`config.mk`:
```
export PLATFORM = sky130hd
export DESIGN_NAME = div_seq_ctrl
export DESIGN_NICKNAME = d
export VERILOG_FILES = /design/src/rtl/div_pkg.sv /design/src/rtl/div_special_case.sv /design/src/rtl/div_seq_ctrl.sv
export SDC_FILE = /design/constraint.sdc
export NUM_CORES = 1
export LEC_CHECK = 0
export ABC_AREA = 0
export BUFFER_PORTS_ARGS = -buffer_cell sky130_fd_sc_hd__buf_2
export CAP_MARGIN = 0
export CORE_UTILIZATION = 30
export DETAILED_ROUTE_END_ITERATION = 6
export PLACE_DENSITY = 0.57
export REMOVE_ABC_BUFFERS = 1
export SYNTH_ARGS = -nofsm -noshare
export SYNTH_HDL_FRONTEND = slang
export SYNTH_SLANG_ARGS = --single-unit
```
`constraint.sdc`:
```
create_clock -name clk_i -period 10.51 [get_ports clk_i]
set_clock_uncertainty 0.15 [all_clocks]
set_input_delay 2.6275 -clock clk_i [delete_from_list [all_inputs] [get_ports clk_i]]
set_output_delay 2.6275 -clock clk_i [all_outputs]
set_load 0.005 [all_outputs]
```
`src/rtl/div_pkg.sv`:
```
// Shared types and constants for the RV32M divider sequencing front-end.
// Holds the op/state enums, the classifier result struct and the ALU op encodings.
package div_pkg;

    typedef enum logic [1:0] {
        DIV  = 2'd0,
        DIVU = 2'd1,
        REM  = 2'd2,
        REMU = 2'd3
    } div_op_e;

    typedef enum logic [1:0] {
        IDLE  = 2'd0,
        RUN   = 2'd1,
        DRAIN = 2'd2,
        DONE  = 2'd3
    } div_state_e;

    localparam logic [31:0] INT_MIN  = 32'h8000_0000;
    localparam logic [31:0] ALL_ONES = 32'hFFFF_FFFF;

    localparam logic [3:0] ALU_NONE = 4'h0;
    localparam logic [3:0] ALU_DIV  = 4'hC;
    localparam logic [3:0] ALU_REM  = 4'hE;

    typedef struct packed {
        logic        is_special;
        logic [31:0] q;
        logic [31:0] r;
        logic        neg;
        logic [31:0] abs_a;
        logic [31:0] abs_b;
    } div_class_t;

    // INT_MIN maps onto itself, which is the correct unsigned magnitude.
    function automatic logic [31:0] abs_mag(input logic is_neg, input logic [31:0] v);
        return is_neg ? (~v + 32'd1) : v;
    endfunction

endpackage

```
`src/rtl/div_special_case.sv`:
```
// Combinational classifier: resolves RISC-V divide corner cases and produces the
// unsigned magnitudes plus sign flag for everything the divider must handle.
module div_special_case
    import div_pkg::*;
(
    input  div_op_e     op,
    input  logic [31:0] a,
    input  logic [31:0] b,
    output div_class_t  cls
);

    logic is_signed;
    logic sa;
    logic sb;

    // NOTE: every field gets a default before the priority chain, so no path leaves a latch.
    always_comb begin
        is_signed = (op == DIV) || (op == REM);
        sa        = is_signed & a[31];
        sb        = is_signed & b[31];

        cls            = '0;
        cls.abs_a      = abs_mag(sa, a);
        cls.abs_b      = abs_mag(sb, b);
        cls.neg        = (op == DIV) ? (sa ^ sb) : ((op == REM) ? sa : 1'b0);

        if (b == '0) begin
            cls.is_special = 1'b1;
            cls.q          = ALL_ONES;
            cls.r          = a;
        end else if (is_signed && a == INT_MIN && b == ALL_ONES) begin
            cls.is_special = 1'b1;
            cls.q          = INT_MIN;
        end else if (cls.abs_a == '0) begin
            cls.is_special = 1'b1;
        end else if (cls.abs_a == cls.abs_b) begin
            cls.is_special = 1'b1;
            cls.q          = (op == DIV && (sa ^ sb)) ? ALL_ONES : 32'd1;
        end
    end

endmodule

```
`src/rtl/div_seq_ctrl.sv`:
```
// Sequencer between execute and the iterative divider: answers corner cases locally,
// issues general cases as unsigned magnitudes and returns a one-cycle response pulse.
module div_seq_ctrl
    import div_pkg::*;
#(
    parameter int unsigned TIMEOUT_CYCLES = 40
) (
    input  logic        clk_i,
    input  logic        reset_i,
    input  logic        req_valid_i,
    input  logic [1:0]  req_op_i,
    input  logic [31:0] req_a_i,
    input  logic [31:0] req_b_i,
    input  logic        flush_i,
    output logic        req_ready_o,
    output logic        rsp_valid_o,
    output logic [31:0] rsp_data_o,
    output logic        busy_o,
    output logic        err_o,
    output logic [3:0]  div_op_o,
    output logic        div_neg_o,
    output logic [31:0] div_a_o,
    output logic [31:0] div_b_o,
    input  logic [31:0] div_quot_i,
    input  logic [31:0] div_rem_i,
    input  logic        div_stall_i
);

    localparam int unsigned WD_W = $clog2(TIMEOUT_CYCLES + 1);

    div_state_e    state_q, state_d;
    div_op_e       op_in;
    div_class_t    cls;
    logic          req_is_rem;
    logic [3:0]    alu_op_q;
    logic [31:0]   a_q, b_q, res_q, held_q;
    logic          neg_q;
    logic [WD_W-1:0] wd_q;
    logic          launch, capture_special, capture_general, timeout;

    assign op_in      = div_op_e'(req_op_i);
    assign req_is_rem = (op_in == REM) || (op_in == REMU);

    div_special_case u_special (
        .op  (op_in),
        .a   (req_a_i),
        .b   (req_b_i),
        .cls (cls)
    );

    always_comb begin
        state_d         = state_q;
        launch          = 1'b0;
        capture_special = 1'b0;
        capture_general = 1'b0;
        timeout         = 1'b0;
        unique case (state_q)
            IDLE: if (req_valid_i && !flush_i) begin
                if (cls.is_special) begin
                    capture_special = 1'b1;
                    state_d         = DONE;
                end else begin
                    launch  = 1'b1;
                    state_d = RUN;
                end
            end
            // A flush on the divider's completion cycle needs no drain: it is already idle.
            RUN: if (flush_i) begin
                state_d = div_stall_i ? DRAIN : IDLE;
            end else if (!div_stall_i) begin
                capture_general = 1'b1;
                state_d         = DONE;
            end else if (wd_q == WD_W'(TIMEOUT_CYCLES - 1)) begin
                timeout = 1'b1;
                state_d = IDLE;
            end
            DRAIN: if (!div_stall_i) state_d = IDLE;
            DONE:  state_d = IDLE;
            default: state_d = IDLE;
        endcase
    end

    // NOTE: all state updates are non-blocking so every register sees pre-edge values.
    always_ff @(posedge clk_i) begin
        if (reset_i) begin
            state_q  <= IDLE;
            alu_op_q <= ALU_NONE;
            a_q      <= '0;
            b_q      <= '0;
            neg_q    <= 1'b0;
            res_q    <= '0;
            held_q   <= '0;
            wd_q     <= '0;
        end else begin
            state_q <= state_d;
            if (launch) begin
                alu_op_q <= req_is_rem ? ALU_REM : ALU_DIV;
                a_q      <= cls.abs_a;
                b_q      <= cls.abs_b;
                neg_q    <= cls.neg;
                wd_q     <= '0;
            end else if (state_q == RUN) begin
                wd_q <= wd_q + WD_W'(1);
            end
            if (capture_special) res_q <= req_is_rem ? cls.r : cls.q;
            else if (capture_general) res_q <= (alu_op_q == ALU_REM) ? div_rem_i : div_quot_i;
            if (rsp_valid_o) held_q <= res_q;
        end
    end

    assign req_ready_o = (state_q == IDLE);
    assign busy_o      = (state_q != IDLE);
    assign rsp_valid_o = (state_q == DONE) && !flush_i;
    assign rsp_data_o  = rsp_valid_o ? res_q : held_q;
    assign err_o       = timeout;
    assign div_op_o    = (state_q == RUN || state_q == DRAIN) ? alu_op_q : ALU_NONE;
    assign div_neg_o   = neg_q;
    assign div_a_o     = a_q;
    assign div_b_o     = b_q;

endmodule

```
==> results of run 1 <==
==> synth_stat cells, types with 3 or more instances <==
cell type,n
sky130_fd_sc_hd__a31oi_1,99
sky130_fd_sc_hd__buf_2,15
sky130_fd_sc_hd__a311oi_1,34
sky130_fd_sc_hd__nor3_1,14
sky130_fd_sc_hd__nor4_2,3
sky130_fd_sc_hd__buf_6,5
sky130_fd_sc_hd__o41ai_1,11
sky130_fd_sc_hd__buf_1,13
sky130_fd_sc_hd__a21oi_1,57
sky130_fd_sc_hd__nor2_1,132
sky130_fd_sc_hd__a211oi_1,8
sky130_fd_sc_hd__o31ai_1,42
sky130_fd_sc_hd__or4_1,5
sky130_fd_sc_hd__nor3b_1,4
sky130_fd_sc_hd__mux2i_1,35
sky130_fd_sc_hd__a311oi_2,26
sky130_fd_sc_hd__clkbuf_1,74
sky130_fd_sc_hd__or3_1,5
sky130_fd_sc_hd__and2_1,40
sky130_fd_sc_hd__inv_1,13
sky130_fd_sc_hd__nand2b_1,4
sky130_fd_sc_hd__buf_4,7
sky130_fd_sc_hd__dfxtp_1,139
sky130_fd_sc_hd__nand2_1,25
sky130_fd_sc_hd__ha_1,11
sky130_fd_sc_hd__nor4_1,22
sky130_fd_sc_hd__xor2_1,39
sky130_fd_sc_hd__and4_1,7
sky130_fd_sc_hd__xnor2_1,57
sky130_fd_sc_hd__nor2b_1,5
sky130_fd_sc_hd__mux2_2,33
sky130_fd_sc_hd__nand4_1,30
sky130_fd_sc_hd__a41oi_1,3
sky130_fd_sc_hd__nand3_1,12
sky130_fd_sc_hd__o21ai_0,49
==> area by class of cell <==
class / count / area, um^2 / area share
timing repair buffer: 245 / 1246 / 0.1129
clock buffer: 20 / 466.7 / 0.04227
multi-input combinational: 840 / 5872 / 0.5318
clock inverter: 12 / 136.4 / 0.01235
inverter: 13 / 48.80 / 0.004420
sequential: 139 / 2783 / 0.2520
tap: 390 / 488.0 / 0.04420
==> power groups by stage <==
stage,Combinational (uW),Sequential (uW),Clock (uW)
after floorplan,315,626,0
final,501,623,623
after detailed placement,499,632,0
after CTS,501,621,636
after global routing,557,627,660
after global placement,489,632,0
==> how the worst min path moves through the flow <==
stage / to / depth (start not counted) / from
floorplan: div_neg_o / 2 / div_neg_o
global placement: div_a_o[31] / 2 / div_a_o[31]
detailed placement: div_a_o[31] / 2 / div_a_o[31]
CTS: div_a_o[31] / 2 / div_a_o[31]
global route: div_a_o[0] / 2 / div_a_o[0]
finish: div_a_o[31] / 2 / div_a_o[31]
==> worst register-to-register path, delay by kind of cell (launching register included) <==
kind / cells / cell delay, ps
DFF: 1 / 340
and+or+nand+nor: 1 / 570
adders and majority gates: 1 / 280
buffers and inverters: 2 / 860
AOI/OAI and AO/OA: 2 / 540
==> cells by family (layout without fill, tap and decap cells) <==
logic type,after synthesis,after routing
other cells,1,1
simple gates,321,321
compound gates,342,342
buf+inv,127,290
fa+ha+maj,11,11
flops,139,139
mux,68,68
xor+xnor,97,97
==> flip-flops by register name, indices dropped and copies added, names as in the netlist <==
register / count
held_q: 32
wd_q: 6
div_b_o: 32
div_a_o: 32
state_q: 2
res_q: 32
alu_op_q: 2
div_neg_o: 1
==> stage by stage <==
stage,cells,utilization
3_5_place_dp,1627,0.3494
6_report,1659,0.3696
5_1_grt,1659,0.3696
2_1_floorplan,992,-
4_1_cts,1659,0.3696
3_3_place_gp,1627,0.3494
==> per-layer routing <==
layer	GRT usage	wire [um]
met2	0.3163	14360
met5	0	0
met4	0.05388	484
met3	0.03200	2354
met1	0.2870	15110
==> tab_implementation.tex, run 1 <==
\begin{tabular}{lr}
\hline
Metric & Value \\
\hline
\multicolumn{2}{l}{\textbf{Yosys}} \\
\quad Biggest area contributors in the synthesized netlist & sky130\_fd\_sc\_hd\_\_dfxtp\_1 30\%, sky130\_fd\_sc\_hd\_\_a31oi\_1 6.7\%, sky130\_fd\_sc\_hd\_\_xnor2\_1 5.4\%, sky130\_fd\_sc\_hd\_\_nor2\_1 5.4\%, sky130\_fd\_sc\_hd\_\_a311oi\_2 4.3\% \\
\quad Proportion of synthesized flip-flops having asynchronous set or reset & 0 \\
\quad FF+latch count, synth & 139 \\
\quad Yosys top cell by area & sky130\_fd\_sc\_hd\_\_dfxtp\_1 \\
\quad Count of mapped cells out of synthesis & 1106 \\
\quad Cell area after synthesis & 9179 um\^{}2 \\
\quad Most used flip-flop cell after synthesis & sky130\_fd\_sc\_hd\_\_dfxtp\_1 \\
\quad Seq/Total Area, Yosys & 0.3032 \\
\quad Xor and xnor fraction of the mapped netlist area & 0.09338 \\
\quad Post-synth top area share & 0.3032 \\
\quad Synthesis Warnings & 0 \\
\quad Per-instance average area after synthesis & 8.299 um\^{}2 \\
\quad Post-synthesis compound-gate area fraction & 0.2677 \\
\quad Multiplexer share of the synthesized area & 0.07865 \\
\quad Area share of fa/ha/maj cells after synthesis & 0.01499 \\
\quad Area share of and/or/nand/nor cells after synthesis & 0.1808 \\
\quad Largest family of logic cells by synthesized area & compound AO/OA/AOI/OAI gates \\
\quad Number of distinct library cells after synthesis & 58 \\
\quad EDFF count, synth & 0 \\
\multicolumn{2}{l}{\textbf{Worst setup path}} \\
\quad Worst path max stage delay & 1010 ps \\
\quad Kind of end point of the critical path & flip-flop \\
\quad Logic depth of the worst path, buffers included & 13 \\
\quad Critical-path cell with the highest stage delay & sky130\_fd\_sc\_hd\_\_and4\_2 \\
\quad Endpoint required time on the critical path & 10620 ps \\
\quad Startpoint of the worst-slack reg-to-reg timing path & state\_q[0] \\
\quad Type of element launching the critical path & primary input \\
\quad Top delay family on crit path & simple AND/OR/NAND/NOR gates \\
\quad Kind of critical path & in -> reg \\
\quad R2r endpoint & div\_a\_o[21] \\
\quad Highest net fanout along the worst path & 43 \\
\quad Setup slack, reg-to-reg & 7660 ps \\
\quad Count of buffering cells on the critical path with inverters included & 2 \\
\quad Startpoint of the worst setup timing path & req\_b\_i[0] \\
\quad Crit path capture & res\_q[28] \\
\quad Cells traversed along the worst timing path & buf\_2 -> inv\_1 -> ha\_1 -> nor3b\_1 -> nand4\_1 -> o41ai\_1 -> xor2\_1 -> xnor2\_1 -> nand4\_1 -> nor4\_1 -> and4\_2 -> mux2i\_4 -> a31oi\_1 \\
\quad Cell mode on critical path & sky130\_fd\_sc\_hd\_\_nand4\_1 \\
\quad Cells on worst reg2reg path & 6 \\
\quad Crit path arrival time & 7640 ps \\
\multicolumn{2}{l}{\textbf{Clock network}} \\
\quad Total of cells resized after clock tree synthesis & 0 \\
\quad Max H-tree Level & 4 \\
\quad Maximum buffer depth of the clock tree & 2 \\
\quad Clock tree from TritonCTS & done \\
\quad Count of hold-fix buffers inserted at cts & 0 \\
\quad Total clock buffers created by CTS & 17 \\
\quad Clk slew on worst S/H paths & 60 ps \\
\quad Buffer count from post-CTS setup fixing & 0 \\
\quad Sink count of the clock tree & 139 \\
\quad Source-to-sink clock delay at the later pin of the worst-skew pair & 420 ps \\
\quad Cell at the root of the clock tree & sky130\_fd\_sc\_hd\_\_clkbuf\_16 \\
\multicolumn{2}{l}{\textbf{Die}} \\
\quad Die Y & 176.9 um \\
\quad Die width & 176.9 um \\
\quad Initial Util & 0.3072 \\
\quad Placement row count & 63 \\
\quad Core Footprint & 29870 um\^{}2 \\
\quad Number of placed I/O pins & 240 \\
\quad Die Area & 31300 um\^{}2 \\
\multicolumn{2}{l}{\textbf{Final layout}} \\
\quad Antenna diode count & 0 \\
\quad Filler cells & 3125 \\
\quad Most common cell after layout, fill and taps aside & sky130\_fd\_sc\_hd\_\_buf\_2 \\
\quad Most frequent cells in the layout & 237 x sky130\_fd\_sc\_hd\_\_buf\_2, 139 x sky130\_fd\_sc\_hd\_\_dfxtp\_1, 131 x sky130\_fd\_sc\_hd\_\_nor2\_1 \\
\quad Fraction of layout cells with a size suffix above 1 & 0.2790 \\
\quad Area growth syn-to-layout & 20.28\% \\
\quad Post-route design area & 11040 um\^{}2 \\
\quad Final nets & 1402 \\
\multicolumn{2}{l}{\textbf{Pwr}} \\
\quad Internal & 1158 uW \\
\quad Share of power burned in the clock network & 0.357 \\
\quad Overall power after layout & 1747 uW \\
\quad Worst supply voltage drop on vdd & 0.00009692 V \\
\quad Power share of the combinational group & 0.287 \\
\quad Pleak & 0.004570 uW \\
\quad Pwr dens & 158.2 nW/um\^{}2 \\
\quad Net switching power figure & 589.1 uW \\
\quad Fraction of power consumed by sequential logic & 0.357 \\
\quad Switching fraction of total power & 0.3372 \\
\multicolumn{2}{l}{\textbf{Global routing}} \\
\quad Via count of the first global-routing pass & 8539 \\
\quad Final global-route overflow total & 0 \\
\quad Number of antenna violations at the first check in global routing & 0 \\
\quad Maximum number of pins on one net before global-route repair & 73 \\
\quad Combined global-route utilization of all metal layers & 0.2027 \\
\quad First-pass GRT wire length & 49.34 mm \\
\multicolumn{2}{l}{\textbf{Place}} \\
\quad Last weighted congestion value of the routability-driven placer & 0.8762 \\
\quad Area post-placement & 10440 um\^{}2 \\
\quad HPWL after detailed placement & 23.39 mm \\
\quad Dpl ws & 2524 ps \\
\quad Port Buf Inserts & 238 \\
\multicolumn{2}{l}{\textbf{Routing}} \\
\quad DRT iter0 DRCs & 829 \\
\quad Final wirelength & 32.32 mm \\
\quad Wirelength per Cell & 19.48 um \\
\quad DRT antenna net count & 0 \\
\quad Total via count in the routed design & 9288 \\
\quad Via density & 5.599 \\
\quad DRC viols & 0 \\
\quad Count of TritonRoute iterations in the first routing pass & 5 \\
\multicolumn{2}{l}{\textbf{STA}} \\
\quad Unrepaired setup endpoints after global routing & false \\
\quad Final number of setup-violating endpoints & 0 \\
\quad Post-route worst hold slack & 329.1 ps \\
\quad Post-layout worst setup margin & 2984 ps \\
\quad Top achievable clock speed & 132.9 MHz \\
\quad Final critical-path share of the clock period & 0.7161 \\
\quad Count of final max-slew check failures & 0 \\
\quad Final Hold Viols & 0 \\
\quad Clock period minus worst slack & 7526 ps \\
\quad Actual slew at the worst max-slew pin & 1192 ps \\
\quad Sum of negative setup slack & 0 ps \\
\quad Headroom to the max-slew limit & 0.2035 \\
\multicolumn{2}{l}{\textbf{Run}} \\
\quad \# Max-Cap Violations & 0 \\
\multicolumn{2}{l}{\textbf{Run status}} \\
\quad Run status & complete, no violations \\
\multicolumn{2}{l}{\textbf{Worst hold path}} \\
\quad Hold crit path type & reg -> reg \\
\hline
\end{tabular}
No activity file was read; power rests on OpenSTA's default activity.
==> run 2: changes to the inputs <==
==> constraint.sdc (replaced) <==
create_clock -name clk_i -period 7.1 [get_ports clk_i]
set_clock_uncertainty 0.15 [all_clocks]
set_input_delay 1.775 -clock clk_i [delete_from_list [all_inputs] [get_ports clk_i]]
set_output_delay 1.775 -clock clk_i [all_outputs]
set_load 0.005 [all_outputs]
==> tab_implementation.tex, run 2 (synthesis results as in run 1) <==
\begin{tabular}{lr}
\hline
Metric & Value \\
\hline
\multicolumn{2}{l}{\textbf{STA}} \\
\quad Final critical-path share of the clock period & 0.8447 \\
\quad Clock period minus worst slack & 5998 ps \\
\quad Top achievable clock speed & 166.7 MHz \\
\quad Headroom to the max-slew limit & 0.2603 (+0.05683) \\
\quad Post-route worst hold slack & 341.1 ps (+12.04 ps) \\
\quad Actual slew at the worst max-slew pin & 1110 ps (-82.79 ps) \\
\quad Post-layout worst setup margin & 1102 ps (-1881 ps) \\
\quad Count of final max-slew check failures & 0 (unchanged) \\
\quad Final Hold Viols & 0 (unchanged) \\
\quad Unrepaired setup endpoints after global routing & false \\
\quad Final number of setup-violating endpoints & 0 (unchanged) \\
\multicolumn{2}{l}{\textbf{Clock network}} \\
\quad Total clock buffers created by CTS & 17 (unchanged) \\
\quad Maximum buffer depth of the clock tree & 2 (unchanged) \\
\quad Max H-tree Level & 4 (unchanged) \\
\quad Source-to-sink clock delay at the later pin of the worst-skew pair & 430 ps (about the same) \\
\quad Clk slew on worst S/H paths & 60 ps (about the same) \\
\quad Cell at the root of the clock tree & sky130\_fd\_sc\_hd\_\_clkbuf\_16 \\
\quad Buffer count from post-CTS setup fixing & 0 (unchanged) \\
\quad Sink count of the clock tree & 139 (unchanged) \\
\quad Clock tree from TritonCTS & done \\
\quad Count of hold-fix buffers inserted at cts & 0 (unchanged) \\
\quad Total of cells resized after clock tree synthesis & 0 (unchanged) \\
\multicolumn{2}{l}{\textbf{Die}} \\
\quad Die width & 176.9 um (unchanged) \\
\quad Initial Util & 0.3072 (unchanged) \\
\quad Placement row count & 63 (unchanged) \\
\quad Number of placed I/O pins & 240 (unchanged) \\
\quad Die Area & 31300 um\^{}2 (unchanged) \\
\quad Die Y & 176.9 um (unchanged) \\
\quad Core Footprint & 29870 um\^{}2 (unchanged) \\
\multicolumn{2}{l}{\textbf{Final layout}} \\
\quad Post-route design area & 11110 um\^{}2 (+0.61\%) \\
\quad Antenna diode count & 0 (unchanged) \\
\quad Most common cell after layout, fill and taps aside & sky130\_fd\_sc\_hd\_\_buf\_2 \\
\quad Final Instance Count excl. Fillers & 1670 (+0.66\%) \\
\quad Fraction of layout cells with a size suffix above 1 & 0.2852 (+0.006196) \\
\quad Filler cells & 3099 (-0.83\%) \\
\quad Area growth syn-to-layout & 21.02\% \\
\quad Most frequent cells in the layout & 237 x sky130\_fd\_sc\_hd\_\_buf\_2, 139 x sky130\_fd\_sc\_hd\_\_dfxtp\_1, 131 x sky130\_fd\_sc\_hd\_\_nor2\_1 \\
\quad Final nets & 1415 (+0.93\%) \\
\multicolumn{2}{l}{\textbf{Place}} \\
\quad Dpl ws & 685.4 ps (-1839 ps) \\
\quad Last weighted congestion value of the routability-driven placer & 0.8795 (+0.38\%) \\
\quad Area post-placement & 10540 um\^{}2 (+0.94\%) \\
\quad Post-Place Cells & 1640 (+0.80\%) \\
\quad Port Buf Inserts & 238 (unchanged) \\
\quad HPWL after detailed placement & 23.18 mm (-0.87\%) \\
\multicolumn{2}{l}{\textbf{Run status}} \\
\quad Run status & complete, no violations \\
\multicolumn{2}{l}{\textbf{Worst setup path}} \\
\quad Kind of end point of the critical path & flip-flop \\
\quad Type of element launching the critical path & primary input \\
\quad Highest net fanout along the worst path & 66 (+53\%) \\
\quad Endpoint required time on the critical path & 7280 ps (-3340 ps) \\
\quad Crit path arrival time & 6180 ps (-1460 ps) \\
\quad Kind of critical path & in -> reg \\
\multicolumn{2}{l}{\textbf{Worst hold path}} \\
\quad Hold crit path type & reg -> reg \\
\multicolumn{2}{l}{\textbf{Routing}} \\
\quad Total via count in the routed design & 9186 (-1.1\%) \\
\quad Final wirelength & 32.22 mm (-0.29\%) \\
\quad DRC viols & 0 (unchanged) \\
\quad Count of TritonRoute iterations in the first routing pass & 5 (unchanged) \\
\quad Via density & 5.501 (-1.7\%) \\
\quad Wirelength per Cell & 19.30 um (-0.94\%) \\
\quad DRT iter0 DRCs & 771 (-7.0\%) \\
\quad DRT antenna net count & 0 (unchanged) \\
\multicolumn{2}{l}{\textbf{Run}} \\
\quad \# Max-Cap Violations & 0 (unchanged) \\
\multicolumn{2}{l}{\textbf{Global routing}} \\
\quad Final global-route overflow total & 0 (unchanged) \\
\quad Number of antenna violations at the first check in global routing & 0 (unchanged) \\
\quad First-pass GRT wire length & 49.92 mm (+1.2\%) \\
\quad Maximum number of pins on one net before global-route repair & 95 (+30\%) \\
\quad Combined global-route utilization of all metal layers & 0.2050 (+0.002312) \\
\quad Via count of the first global-routing pass & 8584 (+0.53\%) \\
\multicolumn{2}{l}{\textbf{Pwr}} \\
\quad Worst supply voltage drop on vdd & 0.0001628 V (+68\%) \\
\quad Overall power after layout & 2555 uW (+46\%) \\
\quad Pleak & 0.004624 uW (+1.2\%) \\
\quad Pwr dens & 230.0 nW/um\^{}2 (+45\%) \\
\hline
\end{tabular}
## run 2: cell types whose count changed in the layout (fill, tap and decap cells not counted), sizes merged
cell    before  now
buf        245  258
clkinv       3    4
inv         17   15
clkbuf      20   19
## run 2: area by class of cell
type / instances / area [um^2] / area share
Multi-Input combinational cell: 840 / 5872 / 0.5286
Sequential cell: 139 / 2783 / 0.2505
Timing Repair Buffer: 258 / 1344 / 0.1210
Tap cell: 390 / 488.0 / 0.04393
Clock buffer: 19 / 452.9 / 0.04077
Clock inverter: 11 / 120.1 / 0.01081
Inverter: 13 / 48.80 / 0.004393
## run 2: stage by stage
| step | util | setup TNS (ps) |
|---|---|---|
| after floorplan | - | -28310 |
| after global placement | 0.3526 | 0 |
| after detailed placement | 0.3526 | 0 |
| after CTS | 0.3718 | 0 |
| after global routing | 0.3718 | 0 |
| final | 0.3718 | 0 |
## run 2: routing by layer
metal | global-route usage | wire (um) | up-vias
li1 | - | - | 4476
met1 | 0.2875 | 15120 | 4301
met2 | 0.3154 | 14360 | 377
met3 | 0.04016 | 2218 | 32
met4 | 0.05855 | 529 | 0
met5 | 0 | 0 | -
## run 2: worst paths after layout
path | endpoint | depth (start not counted) | startpoint | slack, ps
hold / removal | div_a_o[31] | 2 | div_a_o[31] | 340
setup / recovery | div_b_o[6] | 15 | req_a_i[0] | 1100
setup reg to reg | res_q[11] | 8 | state_q[0] | 4070
hold reg to reg | div_a_o[31] | 2 | div_a_o[31] | 340
## run 2: where the power goes
group | leakage, uW | switching (uW) | internal (uW) | total (uW)
Clock | 0.000277 | 365 | 531 | 895
Combinational | 0.00322 | 435 | 303 | 738
Sequential | 0.00113 | 58.9 | 863 | 922
Total | 0.00462 | 858 | 1700 | 2550
## run 2: worst max-delay path, stage by stage
cell and delay, ps:
sky130_fd_sc_hd__buf_2 140, sky130_fd_sc_hd__inv_1 110, sky130_fd_sc_hd__ha_1 210, sky130_fd_sc_hd__nor3b_1 490, sky130_fd_sc_hd__a21oi_1 170, sky130_fd_sc_hd__xnor2_1 430
sky130_fd_sc_hd__xor2_1 130, sky130_fd_sc_hd__nor4_1 330, sky130_fd_sc_hd__nand4_1 150, sky130_fd_sc_hd__nor4_1 520, sky130_fd_sc_hd__and4_2 390, sky130_fd_sc_hd__buf_4 440
sky130_fd_sc_hd__nor2_4 60, sky130_fd_sc_hd__buf_4 400, sky130_fd_sc_hd__a311oi_1 400
